$ cat config.mk
export PLATFORM = sky130hd
export DESIGN_NAME = state_change_log_reader
export DESIGN_NICKNAME = d
export VERILOG_FILES = /design/src/rtl/state_log_pkg.sv /design/src/rtl/log_shift_out.sv /design/src/rtl/state_change_log_reader.sv
export SDC_FILE = /design/constraint.sdc
export NUM_CORES = 1
export LEC_CHECK = 0
export CAP_MARGIN = 40
export CORE_MARGIN = 2
export CORE_UTILIZATION = 55
export DETAILED_ROUTE_END_ITERATION = 6
export DONT_BUFFER_PORTS = 1
export GPL_TIMING_DRIVEN = 0
export PLACE_DENSITY = 0.73
export SLEW_MARGIN = 20
export SYNTH_ARGS = -nofsm -noshare
export SYNTH_HDL_FRONTEND = slang
export SYNTH_HIERARCHICAL = 1
export SYNTH_SLANG_ARGS = --single-unit
export TNS_END_PERCENT = 5
$ cat constraint.sdc
create_clock -name iClk -period 1.4 [get_ports iClk]
set_input_delay 0.14 -clock iClk [delete_from_list [all_inputs] [get_ports iClk]]
set_output_delay 0.14 -clock iClk [all_outputs]
set_load 0.05 [all_outputs]
$ cat src/rtl/state_log_pkg.sv
// Shared definitions for the state-change log reader: FSM encoding and default sizing.
// `LOG_READER_PARITY_EN appends an even-parity bit to every frame.
package state_log_pkg;

    localparam int DEFAULT_BITS  = 16;
    localparam int DEFAULT_CNT_W = 5;

    typedef enum logic [2:0] {
        ST_IDLE  = 3'd0,
        ST_LATCH = 3'd1,
        ST_SHIFT = 3'd2,
        ST_CLEAR = 3'd3,
        ST_DONE  = 3'd4
    } state_t;

    function automatic int frame_len(input int bits);
`ifdef LOG_READER_PARITY_EN
        return bits + 1;
`else
        return bits;
`endif
    endfunction

endpackage

$ cat src/rtl/log_shift_out.sv
// Snapshot shift register and bit counter for the log reader; flags the last frame bit.
// With `LOG_READER_PARITY_EN the snapshot parity is shifted in behind the data bits.
module log_shift_out
    import state_log_pkg::*;
#(
    parameter int BITS  = DEFAULT_BITS,
    parameter int CNT_W = DEFAULT_CNT_W
) (
    input  logic            iClk,
    input  logic            iRst_n,
    input  logic            load_i,
    input  logic            shift_i,
    input  logic [BITS-1:0] data_i,
    output logic            msb_o,
    output logic            last_o
);

    localparam int FRAME_LEN = frame_len(BITS);

    logic [BITS-1:0]  shreg_q, shreg_d;
    logic [CNT_W-1:0] cnt_q, cnt_d;
    logic             fill;

`ifdef LOG_READER_PARITY_EN
    logic parity_q;

    // Parity enters at the LSB, so it reaches the MSB exactly after the BITS data shifts.
    always_ff @(posedge iClk or negedge iRst_n) begin
        if (!iRst_n)     parity_q <= 1'b0;
        else if (load_i) parity_q <= ^data_i;
    end

    assign fill = parity_q;
`else
    assign fill = 1'b0;
`endif

    always_comb begin
        shreg_d = shreg_q;
        cnt_d   = cnt_q;
        if (load_i) begin
            shreg_d = data_i;
            cnt_d   = '0;
        end else if (shift_i) begin
            shreg_d = {shreg_q[BITS-2:0], fill};
            cnt_d   = cnt_q + CNT_W'(1);
        end
    end

    always_ff @(posedge iClk or negedge iRst_n) begin
        if (!iRst_n) begin
            shreg_q <= '0;
            cnt_q   <= '0;
        end else begin
            shreg_q <= shreg_d;
            cnt_q   <= cnt_d;
        end
    end

    assign msb_o  = shreg_q[BITS-1];
    assign last_o = (cnt_q == CNT_W'(FRAME_LEN - 1));

endmodule

$ cat src/rtl/state_change_log_reader.sv
// Readout end of the state-change logger: snapshot, MSB-first serial frame, optional clear.
// `LOG_READER_PARITY_EN adds an even-parity bit after the data bits.
module state_change_log_reader
    import state_log_pkg::*;
#(
    parameter int BITS  = DEFAULT_BITS,
    parameter int CNT_W = DEFAULT_CNT_W
) (
    input  logic            iClk,
    input  logic            iRst_n,
    input  logic [BITS-1:0] iChange,
    input  logic            iReadReq,
    input  logic            iShiftEn,
    input  logic            iAbort,
    input  logic            iAutoClear,
    output logic            oSerData,
    output logic            oFrameValid,
    output logic            oBusy,
    output logic            oDone,
    output logic            oClear_n,
    output logic            oPending
);

    state_t state_q, state_d;
    logic   load, shift, msb, last_bit;
    logic   pending_q;

    log_shift_out #(.BITS(BITS), .CNT_W(CNT_W)) u_shift (
        .iClk    (iClk),
        .iRst_n  (iRst_n),
        .load_i  (load),
        .shift_i (shift),
        .data_i  (iChange),
        .msb_o   (msb),
        .last_o  (last_bit)
    );

    always_comb begin
        state_d = state_q;
        load    = 1'b0;
        shift   = 1'b0;
        case (state_q)
            ST_IDLE:  if (iReadReq) state_d = ST_LATCH;
            ST_LATCH: begin
                load    = 1'b1;
                state_d = ST_SHIFT;
            end
            ST_SHIFT: if (iShiftEn) begin
                shift = 1'b1;
                if (last_bit) state_d = iAutoClear ? ST_CLEAR : ST_DONE;
            end
            ST_CLEAR: state_d = ST_DONE;
            ST_DONE:  state_d = ST_IDLE;
            default:  state_d = ST_IDLE;
        endcase
        // Abort wins over everything, including the final shift of a frame.
        if (iAbort && state_q != ST_IDLE) begin
            state_d = ST_IDLE;
            load    = 1'b0;
            shift   = 1'b0;
        end
    end

    always_ff @(posedge iClk or negedge iRst_n) begin
        if (!iRst_n) begin
            state_q   <= ST_IDLE;
            pending_q <= 1'b0;
        end else begin
            state_q   <= state_d;
            pending_q <= |iChange;
        end
    end

    assign oFrameValid = (state_q == ST_SHIFT);
    assign oSerData    = oFrameValid & msb;
    assign oBusy       = (state_q != ST_IDLE);
    assign oDone       = (state_q == ST_DONE);
    assign oClear_n    = (state_q != ST_CLEAR);
    assign oPending    = pending_q;

endmodule

; ---- Word level (Yosys, flattened, before mapping)
; Index checks and enable logic that the tools add are counted.
; Widths: inputs -> output; s select.
[totals]
ff_bits = 25
latch_bits = 0
mem_bits_rw = 0
mem_bits_ro = 0
inputBits = 22
output_inout_bits = 6
elab_cells = 36
n_memories = 0
[op_classes]
addsub = 1
mul = 0
n_div = 0
magnitude_cmp = 0
eq_ne = 9
shifts = 0
mux = 15
bitwise = 1
n_reduce_logical = 6
[op_table]
columns = op, n
row1 = $mux 16, 2
row2 = $reduce_or 16->1, 1
row3 = $mux 3, 5
row4 = $pmux 3 s4, 1
row5 = $mux 5, 2
row6 = $eq 3x2->1 const B, 2
row7 = $ne 3x2->1 const B, 2
row8 = $add 5x1->5 const B, 1
row9 = $eq 5x4->1 const B, 1
row10 = $mux 1, 5
row11 = $eq 3x1->1 const B, 1
row12 = $eq 3x3->1 const B, 1
row13 = $logic_not 3->1, 1
row14 = $ne 3x1->1 const B, 1
row15 = $ne 3x3->1 const B, 1
row16 = $reduce_and 3->1, 1
row17 = $reduce_bool 3->1, 1
row18 = $reduce_bool 2->1, 1
row19 = $and 1x1->1, 1
row20 = $logic_and 1x1->1, 1

; ---- Longest topological paths before layout
; Gate-level depths: netlist of the first run.
[logic_depth]
ltp_word = 5
mapped_depth = 6
depth_no_buf = 5

; ---- Modules after synthesis
; Netlist of the first run, hierarchy kept.
[by_module_without_submodules]
columns = module, n_inst, cells_per_inst, area_each_um2, seq_area_each_um2
row1 = log_shift_out, 1, 93, 1014.7, 525.5
row2 = state_change_log_reader, 1, 27, 264.0, 100.1

; ---- Worst setup path after synthesis of the first run
; OpenSTA, ideal clock, no wires.
[synth_path]
path_kind = register to register
startpoint = reg state_q[2]
endpoint = reg u_shift.cnt_q[3]
setup_time_ns = 0.125
t_arrival_ns = 1.948
required_ns = 1.275
slack_ns = -0.673
stages_incl_launch_ff = 6
path_buffers = 1
synth_period_minus_slack_ns = 2.073
path_cell_list = dfrtp_1 > nor3b_2 > and3b_1 > buf_6 > nand4_1 > mux2_4
[synth_via]
elab_chain_cells = 4
word_cells_on_any_way = 10
classes_between = 2 x eq/ne / 5 x mux / 3 x reduce/logical
[synth_rtl]
columns = element, line_no
row1 = from (decl), state_change_log_reader.sv:24  ; state_t state_q, state_d;
row2 = from (signal assigned), state_change_log_reader.sv:69  ; state_q <= state_d;
row3 = $eq 3x2->1, -
row4 = named net oFrameValid, state_change_log_reader.sv:17  ; output logic oFrameValid,
row5 = $mux 1, state_change_log_reader.sv:42  ; case (state_q)
row6 = $mux 1, state_change_log_reader.sv:57  ; if (iAbort && state_q != ST_IDLE) begin
row7 = named net shift, state_change_log_reader.sv:25  ; logic load, shift, msb, last_bit;
row8 = $reduce_bool 2->1 (no source line), -
row9 = to (signal assigned), log_shift_out.sv:56  ; cnt_q <= cnt_d;
row10 = to (decl), log_shift_out.sv:21  ; logic [CNT_W-1:0] cnt_q, cnt_d;
; The timed path passes the listed nets, and every way through them passes these cells.
; A chain may end at the register's enable or synchronous reset.

; ---- Worst setup path after layout of the first run
[layout_path]
startpoint = reg state_q[0]
endpoint = reg u_shift.shreg_q[7]
[layout_via]
elab_chain_cells = 4
word_cells_on_any_way = 10
classes_between = 2 x eq/ne / 5 x mux / 3 x reduce/logical
[layout_rtl]
columns = element, line_no
row1 = $eq 3x2->1, -
row2 = named net oFrameValid, state_change_log_reader.sv:17
row3 = $mux 1, state_change_log_reader.sv:42
row4 = $mux 1, state_change_log_reader.sv:57
row5 = named net shift, state_change_log_reader.sv:25
row6 = $reduce_bool 2->1 (no source line), -
row7 = to (signal assigned), log_shift_out.sv:55  ; shreg_q <= shreg_d;
row8 = to (decl), log_shift_out.sv:20  ; logic [BITS-1:0] shreg_q, shreg_d;
; The timed path passes the listed nets, and every way through them passes these cells.

==> results of run 1 <==
## per-layer routing
layer | GRT usage | vias up | wire (um)
met5 | 0 | - | 0
met4 | 0.145 | 0 | 107
met3 | 0.0343 | 10 | 117
met2 | 0.405 | 26 | 1540
met1 | 0.301 | 507 | 1320
li1 | - | 494 | -
## power breakdown
group          switching (mW)  internal [mW]
clock                   0.200          0.111
combinational           0.506          0.430
sequential              0.181          0.983
total                   0.887           1.52
## worst register-to-register path, delay by kind of cell (launching register included)
family	cells	cell delay, ns
muxes	1	0.23
AOI/OAI and AO/OA	1	0.08
DFF	1	0.44
and+or+nand+nor	2	0.85
buffers and inverters	2	0.28
## what timing repair did
item | in CTS | in global routing
setup endpoints to repair | 29 | 29
pin swaps | 8 | 5
endpoints found under the hold margin | 45 | 25
cloned | 1 | 1
hold buffers | 21 | 1
setup buffers | 5 | 1
gates resized for setup | 23 | 5
## final cells by class
class | instances | share of cell area
Clock buffer | 4 | 0.0149
Timing Repair Buffer | 30 | 0.185
Inverter | 4 | 0.0128
Sequential cell | 25 | 0.357
Multi-Input combinational cell | 84 | 0.374
Buffer | 7 | 0.0376
Tap cell | 28 | 0.0199
## synthesized netlist by cell type, drive strengths merged (2+ instances only)
cell	n	share of area
buf	7	0.045
ha	2	0.020
nor2	5	0.015
dfrtp	25	0.49
nand2	17	0.050
nand3b	2	0.012
o21ai	16	0.063
and3	3	0.016
nand4	2	0.0098
nor4	4	0.020
mux2i	16	0.13
inv	4	0.012
## path summary, 6_finish.rpt
path,slack (ns),endpoint
hold reg to reg,0.56,u_shift/shreg_q[0]
hold / removal,0.05,state_q[1]
min in group asynchronous,0.33,state_q[2]
setup / recovery,-0.59,u_shift/shreg_q[7]
max in group asynchronous,0.69,state_q[0]
setup reg to reg,-0.59,u_shift/shreg_q[7]
## cells in the final DEF (no fill, tap or decap), types with 4 or more instances in the layout
cell	n
dfrtp_1	23
nor2_1	5
dlygate4sd3_1	21
nor4_1	4
buf_4	4
nand2_1	17
mux2i_1	14
o21ai_1	15
buf_2	5
## kinds of logic (layout without fill, tap and decap cells)
logic type	count (synthesis)	count (layout)
simple gates	41	41
flops	25	25
compound gates	22	22
mux	17	17
buf+inv	11	45
fa+ha+maj	2	2
xor+xnor	2	2
## state kept, by name (all words and copies together), names as in the netlist
signal	cells
u_shift/shreg_q	16
u_shift/cnt_q	5
state_q	3
oPending	1
==> results.sh, run 1 <==
export IMPL_finalInstanceArea_um2=1760
export IMPL_fin_crit_sh=1.42
export IMPL_placed_area_um2=1320
export IMPL_whs_ns=0.0462
export IMPL_grt_first_pass_wirelength_um=4620
export IMPL_finalCriticalPeriod_ns=1.99
export IMPL_tns_ns=-12.54
export IMPL_synth_top_family_by_area="simple AND/OR/NAND/NOR gates"
export IMPL_synth_xor_area_frac=0.0137
export IMPL_path_delay_family="simple AND/OR/NAND/NOR gates"
export IMPL_die_area_um2=2730
export IMPL_nFillCells=141
export IMPL_ys_async_sr_fraction=1.00
export IMPL_path_cells="nor3b_4 > and3b_1 > buf_6 > buf_12 > mux2i_1 > o21ai_1"
export IMPL_totalWireLength_um=3080
export IMPL_tritoncts="yes"
export IMPL_syn_inst=120
export IMPL_yosys_warnings=6
export IMPL_p_total_mw=2.41
export IMPL_syn_area_per_cell_um2=10.7
export IMPL_ir_worst_vdd_mv=1.03
export IMPL_muxShareOfSynthArea=0.137
export IMPL_num_rows=17
export IMPL_dr_pass1_iters=4
export IMPL_drv_slew=0
export IMPL_p_leak_nw=0.712
export IMPL_cp_num_buf_inv=2
export IMPL_synthFlopType="dfrtp_1"
export IMPL_hold_viol_final=0
export IMPL_dp_hpwl_um=1750
export IMPL_antenna_cells=0
export IMPL_wl_per_cell_um=16.9
export IMPL_cellPowerDensity_nw_per_um2=1370
export IMPL_synth_seq_cells=25
export IMPL_finalCoreUtilization=0.796
export IMPL_r2r_start="state_q[0]"
export IMPL_critPathSlowestCell="nor3b_4"
export IMPL_tightest_slew_ns=0.633
export IMPL_startpoint="state_q[0]"
export IMPL_hold_depth=2
export IMPL_fin_skew_ns=0.00330
export IMPL_setup_viol_count_final=28
export IMPL_drive_gt1_frac=0.253
export IMPL_critical_path_class="flop to flop"
export IMPL_synth_nets=144
export IMPL_antenna_found_initial=0
export IMPL_gr_usage_all_layers=0.244
export IMPL_timing_fmax_mhz=503
export IMPL_place_congestion=0.808
export IMPL_cts_clk_slew_worst_paths_ns=0.13
export IMPL_yosys_area_share_simple=0.169
export IMPL_die_h_um=52.2
export IMPL_multi_input_area_um2=658
export IMPL_clock_sinks=25
export IMPL_vias=1037
export IMPL_timing_final_ws_setup_ns=-0.586
export IMPL_area_delta_synth_final_pct=37.8
export IMPL_maxCapViolCount=0
export IMPL_min_path_type="primary input to flop"
export IMPL_worstSkewPairLatency_ns=0.31
export IMPL_via_per_inst=5.70
export IMPL_fin_nets=179
export IMPL_seqCellArea_um2=628
export IMPL_port_buffers=0
export IMPL_critPathLaunchType="flop"
export IMPL_required_ns=1.61
export IMPL_max_stage_delay_ns=0.57
export IMPL_r2r_cells=6
export IMPL_overflow=0
export IMPL_synth_distinct_cells=33
export IMPL_path_depth=6
export IMPL_path_max_fanout=6
export IMPL_drt_iter0_drc=10
export IMPL_fin_cells=182
export IMPL_dp_cells=148
export IMPL_drc=0
export IMPL_critPathCaptureType="flop"
export IMPL_die_w_um=52.2
export IMPL_dp_slack_ns=-0.622
export IMPL_status="complete, but fails checks"
export IMPL_clock_path_buffers=2
export IMPL_synth_fa_ha_area_frac=0.0196
export IMPL_rsz0062_at_grt="yes"
export IMPL_grt_pass1_vias=1014
export IMPL_numCtsBuffers=3
export IMPL_ys_seq_area_frac=0.489
export IMPL_synth_edf_count=0
export IMPL_netlist_area_um2=1280
export IMPL_relSlewSlack=0.577
export IMPL_ant_nets=0
export IMPL_io_pins=28
export IMPL_grt_max_degree=26
export IMPL_synth_compound_area_frac=0.114
export IMPL_initial_utilization=0.578
export IMPL_clock_root_buffer="clkbuf_4"
export IMPL_arrival_ns=2.19
export IMPL_violations="negative setup slack"
export IMPL_htree_levels=1
export IMPL_coreArea_um2=2210
export IMPL_min_from="iShiftEn"
No activity file was read; power rests on OpenSTA's default activity.
==> inputs of run 2 (changes only) <==
HOLD_SLACK_MARGIN = 0.15   (was unset)
TNS_END_PERCENT = unset   (was 5)
==> results.sh, run 2 (synthesis gave the netlist of run 1 again) <==
export IMPL_fin_cells=190
export IMPL_dp_slack_ns=-0.635
export IMPL_area_delta_synth_final_pct=42.2
export IMPL_clock_path_buffers=2
export IMPL_critPathCaptureType="flop"
export IMPL_regMostFlops="u_shift/shreg_q"
export IMPL_critPathSlowestCell="nor3b_4"
export IMPL_dp_hpwl_um=1720
export IMPL_startpoint="state_q[0]"
export IMPL_via_per_inst=5.74
export IMPL_timing_final_ws_setup_ns=-0.615
export IMPL_wl_per_cell_um=16.3
export IMPL_antenna_cells=0
export IMPL_ant_nets=0
export IMPL_totalWireLength_um=3100
export IMPL_numCtsBuffers=3
export IMPL_maxCapViolCount=0
export IMPL_finalInstanceArea_um2=1820
export IMPL_finalCriticalPeriod_ns=2.01
export IMPL_coreArea_um2=2210
export IMPL_placed_area_um2=1320
export IMPL_clock_root_buffer="clkbuf_4"
export IMPL_grt_first_pass_wirelength_um=4710
export IMPL_p_leak_nw=0.755
export IMPL_setup_viol_count_final=26
export IMPL_max_stage_delay_ns=0.56
export IMPL_tightest_slew_ns=0.617
export IMPL_die_w_um=52.2
export IMPL_min_from="iShiftEn"
export IMPL_port_buffers=0
export IMPL_num_rows=17
export IMPL_mostFrequentLayoutCell="dfrtp_1"
export IMPL_fin_nets=187
export IMPL_whs_ns=0.174
export IMPL_io_pins=28
export IMPL_drt_iter0_drc=28
export IMPL_tritoncts="yes"
export IMPL_rsz0062_at_grt="yes"
export IMPL_gr_usage_all_layers=0.242
export IMPL_min_path_type="primary input to flop"
export IMPL_die_h_um=52.2
export IMPL_drv_slew=0
export IMPL_hold_viol_final=0
export IMPL_grt_pass1_vias=1039
export IMPL_ir_worst_vdd_mv=0.899
export IMPL_hold_depth=2
export IMPL_clock_sinks=25
export IMPL_violations="negative setup slack"
export IMPL_cellPowerDensity_nw_per_um2=1390
export IMPL_path_cells="nor3b_4 > and3b_1 > buf_6 > clkbuf_16 > mux2i_1 > o21ai_1"
export IMPL_nFillCells=130
export IMPL_vias=1090
export IMPL_largest_register_ff_count=16
export IMPL_grt_max_degree=26
export IMPL_fin_skew_ns=0.00229
export IMPL_tns_ns=-12.33
export IMPL_dr_pass1_iters=4
export IMPL_cts_clk_slew_worst_paths_ns=0.13
export IMPL_drc=0
export IMPL_antenna_found_initial=0
export IMPL_timing_fmax_mhz=496
export IMPL_required_ns=1.61
export IMPL_top_regs="u_shift/shreg_q: 16 flops, u_shift/cnt_q: 5 flops, state_q: 3 flops"
export IMPL_drive_gt1_frac=0.309
export IMPL_die_area_um2=2730
export IMPL_path_max_fanout=5
export IMPL_relSlewSlack=0.588
export IMPL_overflow=0
export IMPL_critical_path_class="flop to flop"
export IMPL_initial_utilization=0.578
export IMPL_worstSkewPairLatency_ns=0.32
export IMPL_critPathLaunchType="flop"
export IMPL_r2r_start="state_q[0]"
export IMPL_place_congestion=0.816
export IMPL_htree_levels=1
export IMPL_status="complete, but fails checks"
export IMPL_final_cell_mix="dfrtp_1 (23), dlygate4sd3_1 (21), nand2_1 (17), o21ai_1 (16)"
export IMPL_fin_crit_sh=1.44
export IMPL_arrival_ns=2.23
export IMPL_dp_cells=148
export IMPL_r2r_cells=6
## run 2: through the flow
| step | power (mW) | utilization |
|---|---|---|
| finish | 2.53 | 0.822 |
| global route | 2.71 | 0.822 |
| CTS | 2.37 | 0.774 |
| detailed placement | 1.83 | 0.598 |
| global placement | 1.78 | 0.598 |
| floorplan | 1.69 | - |
## run 2: final cells by class
| class | count | area [um^2] | area share |
|---|---|---|---|
| Tap cell | 28 | 35.0 | 0.0193 |
| Clock buffer | 4 | 26.3 | 0.0145 |
| Sequential cell | 25 | 628 | 0.345 |
| Inverter | 4 | 22.5 | 0.0124 |
| Timing Repair Buffer | 38 | 375 | 0.206 |
| Multi-Input combinational cell | 84 | 659 | 0.363 |
| Buffer | 7 | 71.3 | 0.0392 |
## run 2: power breakdown
group,total [mW],switching [mW],internal (mW)
sequential,1.16,0.177,0.984
clock,0.321,0.209,0.112
combinational,1.05,0.542,0.505
## run 2: path summary, 6_finish.rpt
path / to / slack [ns]
worst min register to register: u_shift/shreg_q[0] / 0.57
min in group asynchronous: u_shift/shreg_q[15] / 0.25
max in group asynchronous: state_q[0] / 1.00
worst max-delay path: u_shift/shreg_q[6] / -0.61
worst max register to register: u_shift/shreg_q[6] / -0.61
worst min-delay path: state_q[0] / 0.17
## run 2: repair_timing
item | CTS | global route
setup endpoints to repair | 29 | 28
cloned | 0 | 1
pin swaps | 10 | 4
hold endpoints to repair | 45 | 0
gates resized for setup | 21 | 7
hold buffers | 22 | 0
buffers inserted | 9 | 6
## run 2: layer usage
metal | vias up | wire length [um] | global-route usage
met5 | - | 0 | 0
met4 | 0 | 44 | 0.0983
met3 | 5 | 159 | 0.0457
met2 | 37 | 1560 | 0.405
met1 | 535 | 1330 | 0.310
li1 | 513 | - | -
## run 2: worst max-delay path, delay by kind of cell, from the launching register on
kind | cells | cell delay, ns
compound gates | 1 | 0.09
buf+inv | 2 | 0.30
flops | 1 | 0.45
mux | 1 | 0.22
simple gates | 2 | 0.84
==> inputs of run 3 (changes only) <==
ABC_AREA = 1   (was unset)
==> results.sh, run 3 <==
export IMPL_status="complete, but fails checks"
export IMPL_violations="negative setup slack"
export IMPL_yosys_warnings=6
export IMPL_mostFrequentLayoutCell="nand2_1"
export IMPL_path_max_fanout=5
export IMPL_ys_async_sr_fraction=1.00
export IMPL_ys_seq_area_frac=0.492
export IMPL_synth_top_area_cell="dfrtp_1"
export IMPL_critPathSlowestCell="dfrtp_2"
export IMPL_htree_levels=1
export IMPL_drive_gt1_frac=0.400
export IMPL_ant_nets=0
export IMPL_tritoncts="yes"
export IMPL_antenna_cells=0
export IMPL_drt_iter0_drc=65
export IMPL_grt_first_pass_wirelength_um=5730
export IMPL_finalInstanceArea_um2=1990
export IMPL_p_leak_nw=0.952
export IMPL_drv_slew=0
export IMPL_min_path_type="primary input to flop"
export IMPL_area_delta_synth_final_pct=56.0
export IMPL_netlist_area_um2=1270
export IMPL_largest_register_ff_count=16
export IMPL_finalCriticalPeriod_ns=1.74
export IMPL_tightest_slew_ns=0.828
export IMPL_critPathLaunchType="flop"
export IMPL_finalCoreUtilization=0.906
export IMPL_dp_cells=182
export IMPL_setup_viol_count_final=28
export IMPL_critPathCaptureType="flop"
export IMPL_fin_cells=228
export IMPL_die_w_um=52.1
export IMPL_dp_hpwl_um=1840
export IMPL_num_rows=17
export IMPL_cellPowerDensity_nw_per_um2=1820
export IMPL_ir_worst_vdd_mv=1.27
export IMPL_synth_most_common_cell="nand2_1"
export IMPL_die_area_um2=2710
export IMPL_timing_fmax_mhz=575
export IMPL_vias=1378
export IMPL_syn_inst=154
export IMPL_yosys_top_cells_area="dfrtp_1 (49%), nand2_1 (13%), nand3_1 (5.1%)"
export IMPL_rsz0062_at_grt="yes"
export IMPL_worstSkewPairLatency_ns=0.34
export IMPL_yosysTopAreaCellShare=0.492
export IMPL_clock_path_buffers=2
export IMPL_io_pins=28
export IMPL_arrival_ns=2.01
export IMPL_initial_utilization=0.581
export IMPL_timing_final_ws_setup_ns=-0.340
export IMPL_relSlewSlack=0.445
export IMPL_maxCapViolCount=0
export IMPL_clock_root_buffer="clkbuf_4"
export IMPL_antenna_found_initial=0
export IMPL_gr_usage_all_layers=0.298
export IMPL_fin_skew_ns=0.0233
export IMPL_via_per_inst=6.04
export IMPL_nFillCells=91
export IMPL_whs_ns=0.191
export IMPL_hold_viol_final=0
export IMPL_grt_pass1_vias=1277
export IMPL_critical_path_class="flop to flop"
export IMPL_dr_pass1_iters=5
export IMPL_synth_seq_cells=25
export IMPL_cts_clk_slew_worst_paths_ns=0.16
export IMPL_max_stage_delay_ns=0.51
export IMPL_fin_crit_sh=1.24
export IMPL_regMostFlops="u_shift/shreg_q"
export IMPL_ys_top_cells_by_count="nand2_1 (44), dfrtp_1 (25), inv_1 (17)"
export IMPL_cpMostUsedCell="nor2_4"
export IMPL_synth_nets=178
export IMPL_top_regs="u_shift/shreg_q: 16 flops, u_shift/cnt_q: 5 flops, state_q: 3 flops"
export IMPL_synth_distinct_cells=27
export IMPL_grt_max_degree=26
export IMPL_place_congestion=0.741
export IMPL_fin_nets=225
export IMPL_p_total_mw=3.61
export IMPL_syn_area_per_cell_um2=8.26
export IMPL_clock_sinks=25
export IMPL_coreArea_um2=2190
export IMPL_numCtsBuffers=3
export IMPL_path_cells="nor2_4 > nand2_8 > nand2_4 > nand2_4 > nor2_4 > inv_2 > nor2_4 > buf_6 > nand2_2 > nand3_2"
export IMPL_final_cell_mix="nand2_1 (28), dfrtp_1 (23), dlygate4sd3_1 (22), buf_4 (15), inv_1 (12)"
export IMPL_wl_per_cell_um=19.7
export IMPL_synth_edf_count=0
export IMPL_required_ns=1.67
export IMPL_port_buffers=0
export IMPL_overflow=0
export IMPL_synthFlopType="dfrtp_1"
export IMPL_placed_area_um2=1320
export IMPL_totalWireLength_um=4490
export IMPL_drc=0
export IMPL_die_h_um=52.1
export IMPL_r2r_slack_ns=-0.34
run 3: cell families (layout without fill, tap and decap cells):
kind of cell / after synthesis / count (layout) / share of synthesized area
simple gates: 88 / 88 / 0.327
flops: 25 / 25 / 0.492
fa+ha+maj: 2 / 2 / 0.0197
compound gates: 17 / 17 / 0.0836
buf+inv: 22 / 68 / 0.0777
run 3: power by group:
| group | switching, mW | internal (mW) |
|---|---|---|
| clock network | 0.241 | 0.110 |
| registers | 0.307 | 1.00 |
| logic | 1.14 | 0.805 |
| total | 1.69 | 1.92 |
run 3: final timing paths:
| path | startpoint | cells past startpoint | endpoint |
|---|---|---|---|
| max in group asynchronous | iRst_n | 2 | state_q[1] |
| min in group asynchronous | iRst_n | 2 | u_shift/shreg_q[13] |
| worst min-delay path | iShiftEn | 5 | u_shift/shreg_q[4] |
| worst max-delay path | state_q[0] | 10 | u_shift/shreg_q[15] |
| worst min register to register | u_shift/shreg_q[2] | 2 | u_shift/shreg_q[3] |
| worst max register to register | state_q[0] | 10 | u_shift/shreg_q[15] |
run 3: critical path: cells and delay by family, from the launching register on:
family / cells / cell delay, ns
DFF: 1 / 0.51
and+or+nand+nor: 8 / 0.92
buffers and inverters: 2 / 0.26
run 3: area by class of cell:
type                            count  area (um^2)  area share
Inverter                           18         78.8      0.0397
Buffer                              4         38.8      0.0195
Sequential cell                    25          628       0.316
Tap cell                           28         35.0      0.0176
Clock inverter                      1         7.51     0.00378
Timing Repair Buffer               42          410       0.207
Clock buffer                        3         22.5      0.0113
Multi-Input combinational cell    107          764       0.385
run 3: metrics by stage:
stage,setup WS (ns),TNS (ns)
after floorplan,-0.273,-4.95
after global placement,-0.411,-7.85
after detailed placement,-0.468,-8.78
after CTS,-0.246,-5.18
after global routing,-0.402,-8.37
final,-0.340,-6.69
run 3: what timing repair did:
action,4_1_cts,5_1_grt
pin swaps,8,10
endpoints found under the hold margin,45,0
gates resized for setup,28,39
gates cloned,2,0
buffers inserted,13,4
endpoints found under the setup margin,26,28
hold buffers,23,0
run 3: per-layer routing:
metal  wire length, um  share of wire  GRT usage
met4               217          0.048      0.136
met2              2300           0.51      0.534
met1              1680           0.37      0.351
met3               296          0.066     0.0374
met5                 0              0          0
